**config.mk**
```make
export PLATFORM = sky130hd
export DESIGN_NAME = pc_sequencer_flat
export DESIGN_NICKNAME = d
export VERILOG_FILES = /design/src/rtl/pc_seq_if.sv /design/src/rtl/pc_sequencer.sv /design/src/flat_wrapper.sv
export SDC_FILE = /design/constraint.sdc
export NUM_CORES = 1
export LEC_CHECK = 0
export ABC_AREA = 1
export CAP_MARGIN = 0
export CORE_UTILIZATION = 47
export DETAILED_ROUTE_END_ITERATION = 7
export GPL_ROUTABILITY_DRIVEN = 0
export PLACE_DENSITY = 0.8
export SETUP_SLACK_MARGIN = 0.4
export SYNTH_ARGS = -nofsm -noshare
export SYNTH_HDL_FRONTEND = slang
export SYNTH_SLANG_ARGS = --single-unit
```
**constraint.sdc**
```tcl
create_clock -name clk -period 2.85 [get_ports clk]
set_input_delay 0.285 -clock clk [delete_from_list [all_inputs] [get_ports clk]]
set_output_delay 0.285 -clock clk [all_outputs]
set_load 0.02 [all_outputs]
```
**src/rtl/pc_seq_if.sv**
```systemverilog
// Control and PC bus between the decode/branch logic and pc_sequencer.
interface pc_seq_if #(
  parameter int PC_W = 32
);
  logic            stall;
  logic            branchsel;
  logic            jump;
  logic            jump_reg;
  logic            halt;
  logic            resume;
  logic [PC_W-1:0] br_offset;
  logic [PC_W-1:0] jmp_offset;
  logic [PC_W-1:0] reg_target;
  logic [PC_W-1:0] pc;
  logic [PC_W-1:0] pc_next_seq;
  logic            instr_valid;
  logic            halted;
  logic            redirect;

  modport master (
    output stall, branchsel, jump, jump_reg, halt, resume,
    output br_offset, jmp_offset, reg_target,
    input  pc, pc_next_seq, instr_valid, halted, redirect
  );

  modport slave (
    input  stall, branchsel, jump, jump_reg, halt, resume,
    input  br_offset, jmp_offset, reg_target,
    output pc, pc_next_seq, instr_valid, halted, redirect
  );
endinterface

```
**src/rtl/pc_sequencer.sv**
```systemverilog
// Program-counter stage with BOOT/RUN/HALT sequencing and next-PC selection.
// Optional branch/instruction counters are built when PC_BRANCH_STATS_EN is defined.
module pc_sequencer #(
  parameter int              PC_W     = 32,
  parameter logic [PC_W-1:0] RESET_PC = '0,
  parameter int              INC      = 4
) (
  input  logic        clk,
  input  logic        rst,
  pc_seq_if.slave     bus
`ifdef PC_BRANCH_STATS_EN
  ,
  output logic [15:0] taken_cnt,
  output logic [15:0] instr_cnt
`endif
);

  typedef enum logic [1:0] {S_BOOT, S_RUN, S_HALT} state_t;

  localparam logic [PC_W-1:0] INC_V      = PC_W'(INC);
  localparam logic [PC_W-1:0] ALIGN_MASK = ~(INC_V - PC_W'(1));

  state_t          state_p1, state_d;
  logic [PC_W-1:0] pc_p1, pc_d, seq_pc;
  logic            redirect_p1, redirect_d;

  function automatic logic [PC_W-1:0] align(input logic [PC_W-1:0] a);
    return a & ALIGN_MASK;
  endfunction

  assign seq_pc = pc_p1 + INC_V;

  // Stage p1: architectural state register
  always_ff @(posedge clk) begin
    if (rst) state_p1 <= S_BOOT;
    else     state_p1 <= state_d;
  end

  always_comb begin
    state_d = state_p1;
    case (state_p1)
      S_BOOT: state_d = S_RUN;
      S_RUN:  if (!bus.stall && bus.halt) state_d = S_HALT;
      S_HALT: if (bus.resume) state_d = S_RUN;
      default: state_d = S_BOOT;
    endcase
  end

  // Next-PC select; halt outranks every redirect request
  always_comb begin
    pc_d       = pc_p1;
    redirect_d = 1'b0;
    case (state_p1)
      S_RUN: begin
        if (!bus.stall && !bus.halt) begin
          if (bus.jump_reg) begin
            pc_d       = align(bus.reg_target);
            redirect_d = 1'b1;
          end else if (bus.jump) begin
            pc_d       = align(seq_pc + bus.jmp_offset);
            redirect_d = 1'b1;
          end else if (bus.branchsel) begin
            pc_d       = align(seq_pc + bus.br_offset);
            redirect_d = 1'b1;
          end else begin
            pc_d = seq_pc;
          end
        end
      end
      S_HALT: if (bus.resume) pc_d = seq_pc;
      default: pc_d = pc_p1;
    endcase
  end

  always_ff @(posedge clk) begin
    if (rst) begin
      pc_p1       <= RESET_PC;
      redirect_p1 <= 1'b0;
    end else begin
      pc_p1       <= pc_d;
      redirect_p1 <= redirect_d;
    end
  end

  assign bus.pc          = pc_p1;
  assign bus.pc_next_seq = seq_pc;
  assign bus.instr_valid = (state_p1 == S_RUN);
  assign bus.halted      = (state_p1 == S_HALT);
  assign bus.redirect    = redirect_p1;

`ifdef PC_BRANCH_STATS_EN
  logic run_go, taken;

  function automatic logic [15:0] sat_inc(input logic [15:0] v);
    return (v == 16'hFFFF) ? v : v + 16'd1;
  endfunction

  assign run_go = (state_p1 == S_RUN) && !bus.stall;
  assign taken  = run_go && !bus.halt && !bus.jump_reg && !bus.jump && bus.branchsel;

  always_ff @(posedge clk) begin
    if (rst) begin
      taken_cnt <= '0;
      instr_cnt <= '0;
    end else begin
      if (run_go) instr_cnt <= sat_inc(instr_cnt);
      if (taken)  taken_cnt <= sat_inc(taken_cnt);
    end
  end
`endif

endmodule

```
**src/flat_wrapper.sv**
```systemverilog
// flat-port wrapper written by rule: the top's interface ports become plain ports
module pc_sequencer_flat 
#(
  parameter int              PC_W     = 32,
  parameter logic [PC_W-1:0] RESET_PC = '0,
  parameter int              INC      = 4
)
  (clk, rst, bus_stall, bus_branchsel, bus_jump, bus_jump_reg, bus_halt, bus_resume, bus_br_offset, bus_jmp_offset, bus_reg_target, bus_pc, bus_pc_next_seq, bus_instr_valid, bus_halted, bus_redirect);
  pc_seq_if #(.PC_W(PC_W)) bus_i ();
  input  logic clk;
  input  logic rst;
  input wire logic [$bits(bus_i.stall)-1:0] bus_stall;
  input wire logic [$bits(bus_i.branchsel)-1:0] bus_branchsel;
  input wire logic [$bits(bus_i.jump)-1:0] bus_jump;
  input wire logic [$bits(bus_i.jump_reg)-1:0] bus_jump_reg;
  input wire logic [$bits(bus_i.halt)-1:0] bus_halt;
  input wire logic [$bits(bus_i.resume)-1:0] bus_resume;
  input wire logic [$bits(bus_i.br_offset)-1:0] bus_br_offset;
  input wire logic [$bits(bus_i.jmp_offset)-1:0] bus_jmp_offset;
  input wire logic [$bits(bus_i.reg_target)-1:0] bus_reg_target;
  output wire logic [$bits(bus_i.pc)-1:0] bus_pc;
  output wire logic [$bits(bus_i.pc_next_seq)-1:0] bus_pc_next_seq;
  output wire logic [$bits(bus_i.instr_valid)-1:0] bus_instr_valid;
  output wire logic [$bits(bus_i.halted)-1:0] bus_halted;
  output wire logic [$bits(bus_i.redirect)-1:0] bus_redirect;
  assign bus_i.stall = bus_stall;
  assign bus_i.branchsel = bus_branchsel;
  assign bus_i.jump = bus_jump;
  assign bus_i.jump_reg = bus_jump_reg;
  assign bus_i.halt = bus_halt;
  assign bus_i.resume = bus_resume;
  assign bus_i.br_offset = bus_br_offset;
  assign bus_i.jmp_offset = bus_jmp_offset;
  assign bus_i.reg_target = bus_reg_target;
  assign bus_pc = bus_i.pc;
  assign bus_pc_next_seq = bus_i.pc_next_seq;
  assign bus_instr_valid = bus_i.instr_valid;
  assign bus_halted = bus_i.halted;
  assign bus_redirect = bus_i.redirect;
  pc_sequencer #(.PC_W(PC_W), .RESET_PC(RESET_PC), .INC(INC)) u_core (.clk(clk), .rst(rst), .bus(bus_i));
endmodule
```
==> results of run 1 <==
==> logic make-up after synthesis <==
kind of cell / after synthesis / share of synthesized area (%)
xor gates and xnor gates: 30 / 3.86
buffers and inverters: 222 / 12.2
AOI/OAI and AO/OA: 234 / 18.7
and+or+nand+nor: 713 / 43.8
other: 1 / 0.0535
DFF: 33 / 9.43
adders and majority gates: 67 / 12.0
==> what timing repair did <==
| item | CTS |
|---|---|
| resized for setup | 202 |
| setup endpoints to repair | 52 |
| pin swaps | 44 |
| setup buffers | 26 |
==> synth_stat cells (19+ instances only) <==
master    number  area (um^2)
nor2_1        95          357
nand3_1      112          561
clkbuf_1      19         71.3
inv_1        192          721
a21oi_1      107          536
dfxtp_1       33          661
nand2_1      418         1570
ha_1          67          838
o21bai_1      22          165
xor2_1        19          166
o21ai_0       64          320
==> metal layers <==
metal  GRT usage [%]  overflow
met1            76.3         3
met2            91.2        33
met5            43.4         1
met3            63.5         5
met4            72.9        33
==> stage by stage <==
stage	instances	setup TNS (ps)
floorplan	1303	-184
detailed placement	1851	-4360
CTS	1885	-3410
global placement	1851	-2560
==> flow_metrics.py, run 1 <==
metrics = {
    "global_route": {
        "grt_usage_pct": 76.4,
        "grt_max_degree": 50,
        "gr-total-overflow": 75,
    },
    "outcome": {
        "stop_stage": "global routing (5_1_grt)",
        "firstError": "[ERROR GRT-0232] Routing congestion too high. Check the congestion heatmap in the GUI.",
        "status": "aborted with a tool error",
    },
    "clock_tree": {
        "numCtsBuffers": 5,
        "clockRootBuffer": "clkbuf_16",
        "cts_buffer_depth": 2,
        "hold_buffers": 0,
        "htreeDepth": 2,
        "clkSinkCount": 33,
    },
    "synth": {
        "syn_area_per_cell_um2": 5.39,
        "synth_edf_count": 0,
        "syn-cell-area_mm2": 0.00701,
        "ys_async_sr_fraction_pct": 0,
        "yosysSeqAreaShare_pct": 9.43,
        "yosys_warnings": 0,
        "yosys_register_bits": 33,
        "ys_types": 40,
        "synthCells": 1300,
        "synthFlopType": "dfxtp_1",
    },
    "place": {
        "io_buffers": 160,
        "hpwl_mm": 25.1,
        "dp_slack_ps": -357,
        "dpl_cell_area_mm2": 0.0108,
    },
    "floorplan": {
        "die_h_um": 124,
        "start_util_pct": 48.2,
        "ios": 171,
        "fp.dieW_um": 124,
        "rows": 44,
    },
    "timing": {
        "worst_endpoint": "u_core.bus.pc[26]$_SDFFE_PP0P_/D",
        "endpoint_type": "register data pin",
    },
}
==> run 2, diff against run 1 <==
- CORE_UTILIZATION: 47 -> 35
- PLACE_DENSITY: 0.8 -> not set
- PLACE_DENSITY_LB_ADDON: not set -> 0.15
- SETUP_SLACK_MARGIN: 0.4 -> not set
- clock period: 2.85 -> 3.7 ns (I/O delays scaled with it)
==> flow_metrics.py, run 2 <==
metrics = {
    "floorplan": {
        "coreArea_mm2": 0.0195,
        "die_h_um": 143,
        "start_util_pct": 35.9,
        "ios": 171,
        "rows": 51,
        "fp.dieW_um": 143,
        "dieArea_mm2": 0.0206,
    },
    "synth": {
        "yosysTopAreaCellShare_pct": 22.4,
        "syn_area_per_cell_um2": 5.39,
        "synthCells": 1300,
        "yosys_warnings": 0,
        "yosys-mux-area-fraction_pct": 0,
        "ys_types": 40,
        "synth_top_family_by_area": "simple AND/OR/NAND/NOR gates",
        "synthSimpleGateAreaFrac_pct": 43.8,
        "synth_compound_area_share_pct": 18.8,
        "synthTopCellsByCount": "nand2_1, inv_1, nand3_1, a21oi_1, nor2_1",
        "yosys_register_bits": 33,
        "synth_top_cell_by_area": "nand2_1",
        "syn-cell-area_mm2": 0.00701,
        "ys_async_sr_fraction_pct": 0,
        "synth_xor_area_share_pct": 3.86,
        "synth_edf_count": 0,
        "yosysSeqAreaShare_pct": 9.43,
        "yosys-top-cells-area": "nand2_1, ha_1, inv_1",
        "synth.most_common_cell": "nand2_1",
        "synthFlopType": "dfxtp_1",
        "yosys.area_share.adder_pct": 12.0,
    },
    "route": {
        "num_vias": 8985,
        "viasPerCell": 5.15,
        "drtPass1Iterations": 5,
        "drc": 0,
        "drt_wl_total_mm": 28.7,
        "detail_route.wl_per_cell_um": 16.4,
        "drt_iter0_markers": 737,
        "ant_nets": 0,
    },
    "worst_setup_path": {
        "crit_chain": "nand2_1, nor2_2, nand3_1, nor3_1, or2_2, nand2_1, inv_1, ha_1, a21oi_1, o21ai_0, nand2_1, nand2_1, a21oi_1, nand2_1, nand2_1, nand3_1, nand3_1, nand2_1, nand2_1, nand2_1, a21oi_1",
        "cp.arrival_ps": 3650,
        "rr_endpoint": "u_core.bus.pc[30]",
        "reg2reg_slack_ps": 280,
        "crit_fanout": 6,
        "critPathMaxStageDelay_ps": 470,
        "startpoint": "u_core.bus.pc[21]",
        "reg2regPathDepth": 21,
        "start_kind": "flop",
        "slowest_stage": "dfxtp_1",
        "critical_path_class": "flop to flop",
        "reg2reg_from": "u_core.bus.pc[21]",
        "end_kind": "flop",
        "cp-endpoint": "u_core.bus.pc[30]",
        "required_ps": 3920,
        "crit_top_cell": "nand2_1",
    },
    "clock_tree": {
        "cts_buffer_depth": 2,
        "tritoncts": "built",
        "clockRootBuffer": "clkbuf_16",
        "clkSinkCount": 33,
        "hold_buffers": 0,
        "clk_pin_slew_worst_paths_ps": 60,
        "numCtsBuffers": 5,
        "clock_latency_ps": 290,
        "htreeDepth": 2,
    },
    "place": {
        "io_buffers": 160,
        "dpl_cell_area_mm2": 0.00910,
        "hpwl_mm": 24.1,
    },
    "global_route": {
        "grt_max_degree": 39,
        "gr-total-overflow": 0,
        "grt_pass1_wl_mm": 42.8,
        "grt_pass1_vias": 8060,
        "antenna_found_initial": 0,
        "grt_usage_pct": 27.6,
    },
    "finish": {
        "final_cell_area_mm2": 0.00927,
        "final_cell_mix": "nand2_1, inv_1, clkdlybuf4s50_1",
        "final_common_cell": "nand2_1",
        "n_fill_cell": 2156,
        "syn_to_final_growth_pct": 32.3,
        "n_antenna_cell": 0,
        "largest_register_ffs": 30,
        "nets": 1651,
        "drive_gt1_share_pct": 6.14,
    },
    "timing": {
        "clock_skew_ps": 4.36,
        "min_period_ps": 3420,
        "final_max_slew_viol_count": 0,
        "period_share_pct": 92.6,
        "finalSetupViolCount": 0,
        "max_freq_mhz": 292,
        "worst_slew_pin_slew_ps": 962,
        "fin_setup_tns_ps": 0,
        "slew_headroom_pct": 35.8,
        "finalHoldViolations": 0,
        "rsz0062_at_grt": "no",
    },
    "power_and_ir_drop": {
        "seq_power_share_pct": 21.0,
        "p_int_mw": 1.09,
        "vdd_drop_max_v": 0.000140,
        "p_clk_share_pct": 21.1,
        "p_leak_nw": 4.79,
        "power_density_mw_per_mm2": 213,
        "switchingPower_mw": 0.887,
        "switching_share_pct": 45.0,
        "pwr-share-comb_pct": 58.0,
    },
    "flow_run": {
        "cap_violations": 0,
    },
    "outcome": {
        "status": "finished clean",
    },
    "worst_hold_path": {
        "hp-class": "flop to flop",
    },
}
[run 2: power by group through the flow]
stage	logic, mW	registers [mW]	clock network [mW]
finish	1.14	0.414	0.416
global route	1.26	0.415	0.427
CTS	1.12	0.412	0.418
detailed placement	1.12	0.420	0
global placement	1.11	0.419	0
floorplan	0.644	0.440	0
[run 2: through the flow]
step / hold slack (ps) / utilization, % / std cells / worst slack (ps) / total power, mW
final: 511 / 47.5 / 1746 / 275 / 1.97
after global routing: 546 / 47.5 / 1746 / 10.6 / 2.10
after CTS: 514 / 47.3 / 1745 / 193 / 1.95
after detailed placement: 505 / 46.6 / 1737 / 213 / 1.54
after global placement: 501 / 46.6 / 1737 / 292 / 1.53
after floorplan: 487 / - / 1303 / 363 / 1.08
[run 2: routing by layer]
metal	wire [um]	up-vias	share of wire, %	global-route usage (%)
li1	-	4594	-	-
met1	12900	4027	45	37.5
met2	13000	330	45	45.8
met3	2120	34	7.4	3.27
met4	588	0	2.1	7.05
met5	0	-	0	0
[run 2: logic make-up (layout without fill, tap and decap cells)]
logic type                 after synthesis  count (layout)
xor gates and xnor gates                30              30
buffers and inverters                  222             400
and+or+nand+nor                        713             713
adders and majority gates               67              67
DFF                                     33              33
other                                    1               4
AOI/OAI and AO/OA                      234             234
[run 2: worst min path at each step]
stage | from | end | cells after the start
after floorplan | u_core.state_p1[0] | u_core.state_p1[0] | 3
after global placement | u_core.state_p1[0] | u_core.state_p1[0] | 3
after detailed placement | u_core.state_p1[0] | u_core.state_p1[0] | 3
after CTS | u_core.state_p1[0] | u_core.state_p1[0] | 3
after global routing | u_core.state_p1[0] | u_core.state_p1[0] | 3
final | u_core.state_p1[0] | u_core.state_p1[0] | 3
[run 2: cell type report]
type / instances / area, um^2 / share of cell area [%]
clock buffers: 8 / 136 / 1.47
inverters: 194 / 728 / 7.86
multi-input cells: 1048 / 5520 / 59.6
flip-flops and latches: 33 / 663 / 7.15
well taps: 265 / 332 / 3.58
repair buffers: 198 / 1890 / 20.4
[run 2: timing repair]
action                     in CTS  in global routing
resized for setup               0                  9
setup buffers                   0                  1
setup endpoints to repair       0                 10
[run 2: critical path: cells and delay by family, from the launching register on]
| family | cells | cell delay [ps] |
|---|---|---|
| compound gates | 4 | 690 |
| buf+inv | 1 | 260 |
| flops | 1 | 470 |
| simple gates | 15 | 1570 |
| fa+ha+maj | 1 | 370 |
No activity file was read; power rests on OpenSTA's default activity.
==> run 3, diff against run 2 <==
- clock period: 3.7 -> 4.14 ns (I/O delays scaled with it)
==> flow_metrics.py, run 3 (synthesis gave the netlist of run 2 again) <==
metrics = {
    "power_and_ir_drop": {
        "power_density_mw_per_mm2": 193,
        "vdd_drop_max_v": 0.000138,
        "fin_total_pwr_mw": 1.77,
        "p_leak_nw": 4.73,
    },
    "floorplan": {
        "ios": 171,
        "start_util_pct": 35.9,
        "rows": 51,
        "coreArea_mm2": 0.0195,
        "fp.dieW_um": 143,
        "die_h_um": 143,
        "dieArea_mm2": 0.0206,
    },
    "clock_tree": {
        "post_cts_resize_count": 0,
        "numCtsBuffers": 5,
        "clockRootBuffer": "clkbuf_16",
        "clk_pin_slew_worst_paths_ps": 60,
        "clock_latency_ps": 280,
        "htreeDepth": 2,
        "postCtsSetupRepairBufs": 0,
        "hold_buffers": 0,
        "cts_buffer_depth": 2,
        "tritoncts": "built",
        "clkSinkCount": 33,
    },
    "finish": {
        "n_fill_cell": 2197,
        "final_cell_mix": "nand2_1, inv_1, clkdlybuf4s50_1",
        "n_antenna_cell": 0,
        "syn_to_final_growth_pct": 30.7,
        "instances_no_fill": 1731,
        "drive_gt1_share_pct": 4.84,
        "largest_register_ffs": 30,
        "final_common_cell": "nand2_1",
        "finalCoreUtilization_pct": 46.9,
        "nets": 1636,
    },
    "timing": {
        "final_max_slew_viol_count": 0,
        "finalHoldViolations": 0,
        "rsz0062_at_grt": "no",
        "fin_setup_tns_ps": 0,
        "whs_ps": 517,
        "clock_skew_ps": 5.78,
        "min_period_ps": 3740,
        "max_freq_mhz": 268,
        "slew_headroom_pct": 35.4,
        "period_share_pct": 90.2,
        "finalSetupViolCount": 0,
        "worst_slew_pin_slew_ps": 968,
    },
    "global_route": {
        "grt_pass1_vias": 8152,
        "gr-total-overflow": 0,
        "grt_usage_pct": 27.5,
        "grt_max_degree": 40,
        "antenna_found_initial": 0,
        "grt_pass1_wl_mm": 43.0,
    },
    "worst_hold_path": {
        "min_path_cells": 3,
        "hold_path_startpoint": "u_core.state_p1[0]",
        "min_to": "u_core.state_p1[0]",
        "hp-class": "flop to flop",
    },
    "worst_setup_path": {
        "crit_fanout": 5,
        "rr_endpoint": "u_core.bus.pc[29]",
        "start_kind": "flop",
        "reg2reg_slack_ps": 400,
        "reg2regPathDepth": 23,
        "required_ps": 4310,
        "end_kind": "flop",
        "reg2reg_from": "u_core.bus.pc[3]",
        "cp.arrival_ps": 3900,
        "critical_path_class": "flop to flop",
    },
    "route": {
        "drc": 0,
        "drt_iter0_markers": 568,
        "drtPass1Iterations": 7,
        "detail_route.wl_per_cell_um": 16.3,
        "num_vias": 8916,
        "drt_wl_total_mm": 28.2,
        "ant_nets": 0,
        "viasPerCell": 5.15,
    },
    "outcome": {
        "status": "finished clean",
    },
    "place": {
        "io_buffers": 160,
        "hpwl_mm": 23.9,
        "placed_cells": 1723,
    },
    "flow_run": {
        "cap_violations": 0,
    },
}
## run 3: layout make-up
type                    instances  area, um^2  share of cell area [%]
repair buffers                183        1770                    19.4
inverters                     194         728                    7.95
multi-input cells            1048        5500                    60.1
flip-flops and latches         33         661                    7.22
clock inverters                 1        5.00                  0.0547
clock buffers                   7         153                    1.67
well taps                     265         332                    3.62
## run 3: routing by layer
| layer | GRT usage [%] | routed length, um |
|---|---|---|
| met1 | 38.7 | 13100 |
| met3 | 1.47 | 1870 |
| met2 | 45.4 | 12700 |
| met4 | 7.17 | 548 |
| met5 | 0 | 0 |
## run 3: per-stage QoR
| step | worst slack (ps) | area [um^2] |
|---|---|---|
| 2_1_floorplan | 803 | 7020 |
| 3_3_place_gp | 540 | 9000 |
| 3_5_place_dp | 516 | 9000 |
| 4_1_cts | 491 | 9160 |
| 5_1_grt | 90.6 | 9160 |
| 6_report | 404 | 9160 |
## run 3: worst max path at each step
stage                                start  depth (start not counted)                end
after floorplan           u_core.bus.pc[2]                         20  u_core.bus.pc[27]
after global placement    u_core.bus.pc[3]                         23  u_core.bus.pc[29]
after detailed placement  u_core.bus.pc[3]                         23  u_core.bus.pc[29]
after CTS                 u_core.bus.pc[3]                         23  u_core.bus.pc[29]
after global routing      u_core.bus.pc[3]                         23  u_core.bus.pc[29]
final                     u_core.bus.pc[3]                         23  u_core.bus.pc[29]
## run 3: worst max-delay path, cell delays in order, from the launching register on
cell     delay (ps)
dfxtp_1         400
ha_1            170
inv_1            40
nor2_1          210
nand4_1         150
nor2_2          140
nand2_1         110
nor3_2          140
xor2_1          210
inv_1           190
ha_1            420
nand2_1         110
nor2_1          250
nand2_1         150
nor3_1          160
nand2_1         150
nand2_1         100
nand2_1          50
nand3_1         140
nand3_1         100
nand2_1          60
nand2_1          40
nand2_1          70
a21oi_1          50
## run 3: where the power goes
| part | leakage (nW) | internal (mW) | switching (mW) |
|---|---|---|---|
| sequential | 0.269 | 0.339 | 0.0385 |
| combinational | 4.38 | 0.395 | 0.601 |
| clock | 0.0799 | 0.255 | 0.140 |
==> run 4, diff against run 3 <==
- CORE_MARGIN: not set -> 2
==> flow_metrics.py, run 4 (synthesis gave the netlist of run 2 again) <==
metrics = {
    "timing": {
        "rsz0062_at_grt": "no",
        "min_period_ps": 3630,
        "finalHoldViolations": 0,
        "period_share_pct": 87.8,
        "fin_setup_tns_ps": 0,
        "worst_slew_pin_slew_ps": 976,
        "fin_ws_ps": 506,
        "finalSetupViolCount": 0,
        "max_freq_mhz": 275,
        "final_max_slew_viol_count": 0,
        "clock_skew_ps": 6.23,
        "whs_ps": 524,
        "slew_headroom_pct": 34.8,
    },
    "power_and_ir_drop": {
        "p_clk_share_pct": 22.6,
        "power_density_mw_per_mm2": 194,
        "pwr-share-comb_pct": 56.3,
        "vdd_drop_max_v": 0.000177,
        "p_int_mw": 0.990,
        "switching_share_pct": 44.4,
        "seq_power_share_pct": 21.1,
        "switchingPower_mw": 0.790,
        "fin_total_pwr_mw": 1.78,
        "p_leak_nw": 4.74,
    },
    "flow_run": {
        "cap_violations": 0,
    },
    "worst_hold_path": {
        "hp-class": "flop to flop",
    },
    "worst_setup_path": {
        "required_ps": 4350,
        "crit_chain": "ha_1, inv_1, nor2_1, buf_4, nand2_1, nor3_1, xor2_1, buf_4, ha_1, nand2_1, nor2_1, and2_1, nand3_1, nand4_1, nand3_1, nand3_1, nand2_1, nand2_1, nand2_1, a21oi_1",
        "crit_buf_inv": 3,
        "critical_path_class": "flop to flop",
        "end_kind": "flop",
        "start_kind": "flop",
        "cp.arrival_ps": 3840,
        "critPathMaxStageDelay_ps": 410,
        "crit_family": "simple AND/OR/NAND/NOR gates",
        "crit_fanout": 5,
        "slowest_stage": "dfxtp_1",
        "crit_top_cell": "nand2_1",
    },
    "finish": {
        "n_fill_cell": 2184,
        "drive_gt1_share_pct": 4.97,
        "final_cell_area_mm2": 0.00917,
        "final_cell_mix": "nand2_1, inv_1, clkdlybuf4s50_1",
        "final_common_cell": "nand2_1",
        "finalCoreUtilization_pct": 47.0,
        "n_antenna_cell": 0,
        "instances_no_fill": 1733,
        "nets": 1638,
        "largest_register_ffs": 30,
        "syn_to_final_growth_pct": 30.9,
    },
    "clock_tree": {
        "hold_buffers": 0,
        "clk_pin_slew_worst_paths_ps": 60,
        "numCtsBuffers": 5,
        "clkSinkCount": 33,
        "tritoncts": "built",
        "postCtsSetupRepairBufs": 0,
        "clockRootBuffer": "clkbuf_16",
        "htreeDepth": 2,
        "clock_latency_ps": 280,
        "cts_buffer_depth": 2,
        "post_cts_resize_count": 0,
    },
    "floorplan": {
        "fp.dieW_um": 145,
        "die_h_um": 145,
        "rows": 51,
        "dieArea_mm2": 0.0212,
        "ios": 171,
        "start_util_pct": 35.9,
        "coreArea_mm2": 0.0195,
    },
    "outcome": {
        "status": "finished clean",
    },
    "route": {
        "drt_iter0_markers": 661,
        "drt_wl_total_mm": 28.6,
        "drc": 0,
        "viasPerCell": 5.20,
        "ant_nets": 0,
        "detail_route.wl_per_cell_um": 16.5,
        "num_vias": 9013,
        "drtPass1Iterations": 5,
    },
    "global_route": {
        "antenna_found_initial": 0,
        "grt_usage_pct": 25.9,
        "grt_pass1_vias": 8169,
        "gr-total-overflow": 0,
        "grt_pass1_wl_mm": 43.8,
        "grt_max_degree": 40,
    },
    "place": {
        "placed_cells": 1725,
        "dpl_cell_area_mm2": 0.00901,
        "hpwl_mm": 24.1,
        "dp_slack_ps": 594,
        "io_buffers": 160,
    },
}
-- run 4: power by group through the flow --
stage	Sequential (mW)	Combinational, mW	Clock [mW]
after detailed placement	0.380	0.983	0
after CTS	0.373	0.988	0.403
final	0.375	1.00	0.402
after global routing	0.377	1.10	0.417
after global placement	0.380	0.979	0
after floorplan	0.393	0.575	0
-- run 4: layout make-up --
| class | count | area (um^2) | share of cell area, % |
|---|---|---|---|
| repair buffers | 185 | 1790 | 19.5 |
| inverters | 194 | 728 | 7.94 |
| multi-input cells | 1048 | 5500 | 60.0 |
| flip-flops and latches | 33 | 661 | 7.20 |
| clock buffers | 7 | 153 | 1.66 |
| well taps | 265 | 332 | 3.62 |
| clock inverters | 1 | 5.00 | 0.0546 |
-- run 4: layer usage --
layer	global-route usage (%)	vias up	part of all wire [%]
met5	0	-	0
met1	37.1	4080	46
li1	-	4563	-
met3	1.79	29	7.3
met4	4.51	0	1.5
met2	43.2	341	45
-- run 4: worst register-to-register path, delay by kind of cell, from the launching register on --
| family | cells | cell delay, ps |
|---|---|---|
| xor gates and xnor gates | 1 | 200 |
| and+or+nand+nor | 13 | 1890 |
| buffers and inverters | 3 | 390 |
| adders and majority gates | 2 | 540 |
| AOI/OAI and AO/OA | 1 | 130 |
| DFF | 1 | 410 |
-- run 4: worst paths after layout --
kind                       from                 end  slack [ps]  depth (start not counted)
max            u_core.bus.pc[3]   u_core.bus.pc[24]         510                         20
min          u_core.state_p1[0]  u_core.state_p1[0]         520                          3
min reg2reg  u_core.state_p1[0]  u_core.state_p1[0]         520                          3
max reg2reg    u_core.bus.pc[3]   u_core.bus.pc[24]         510                         20
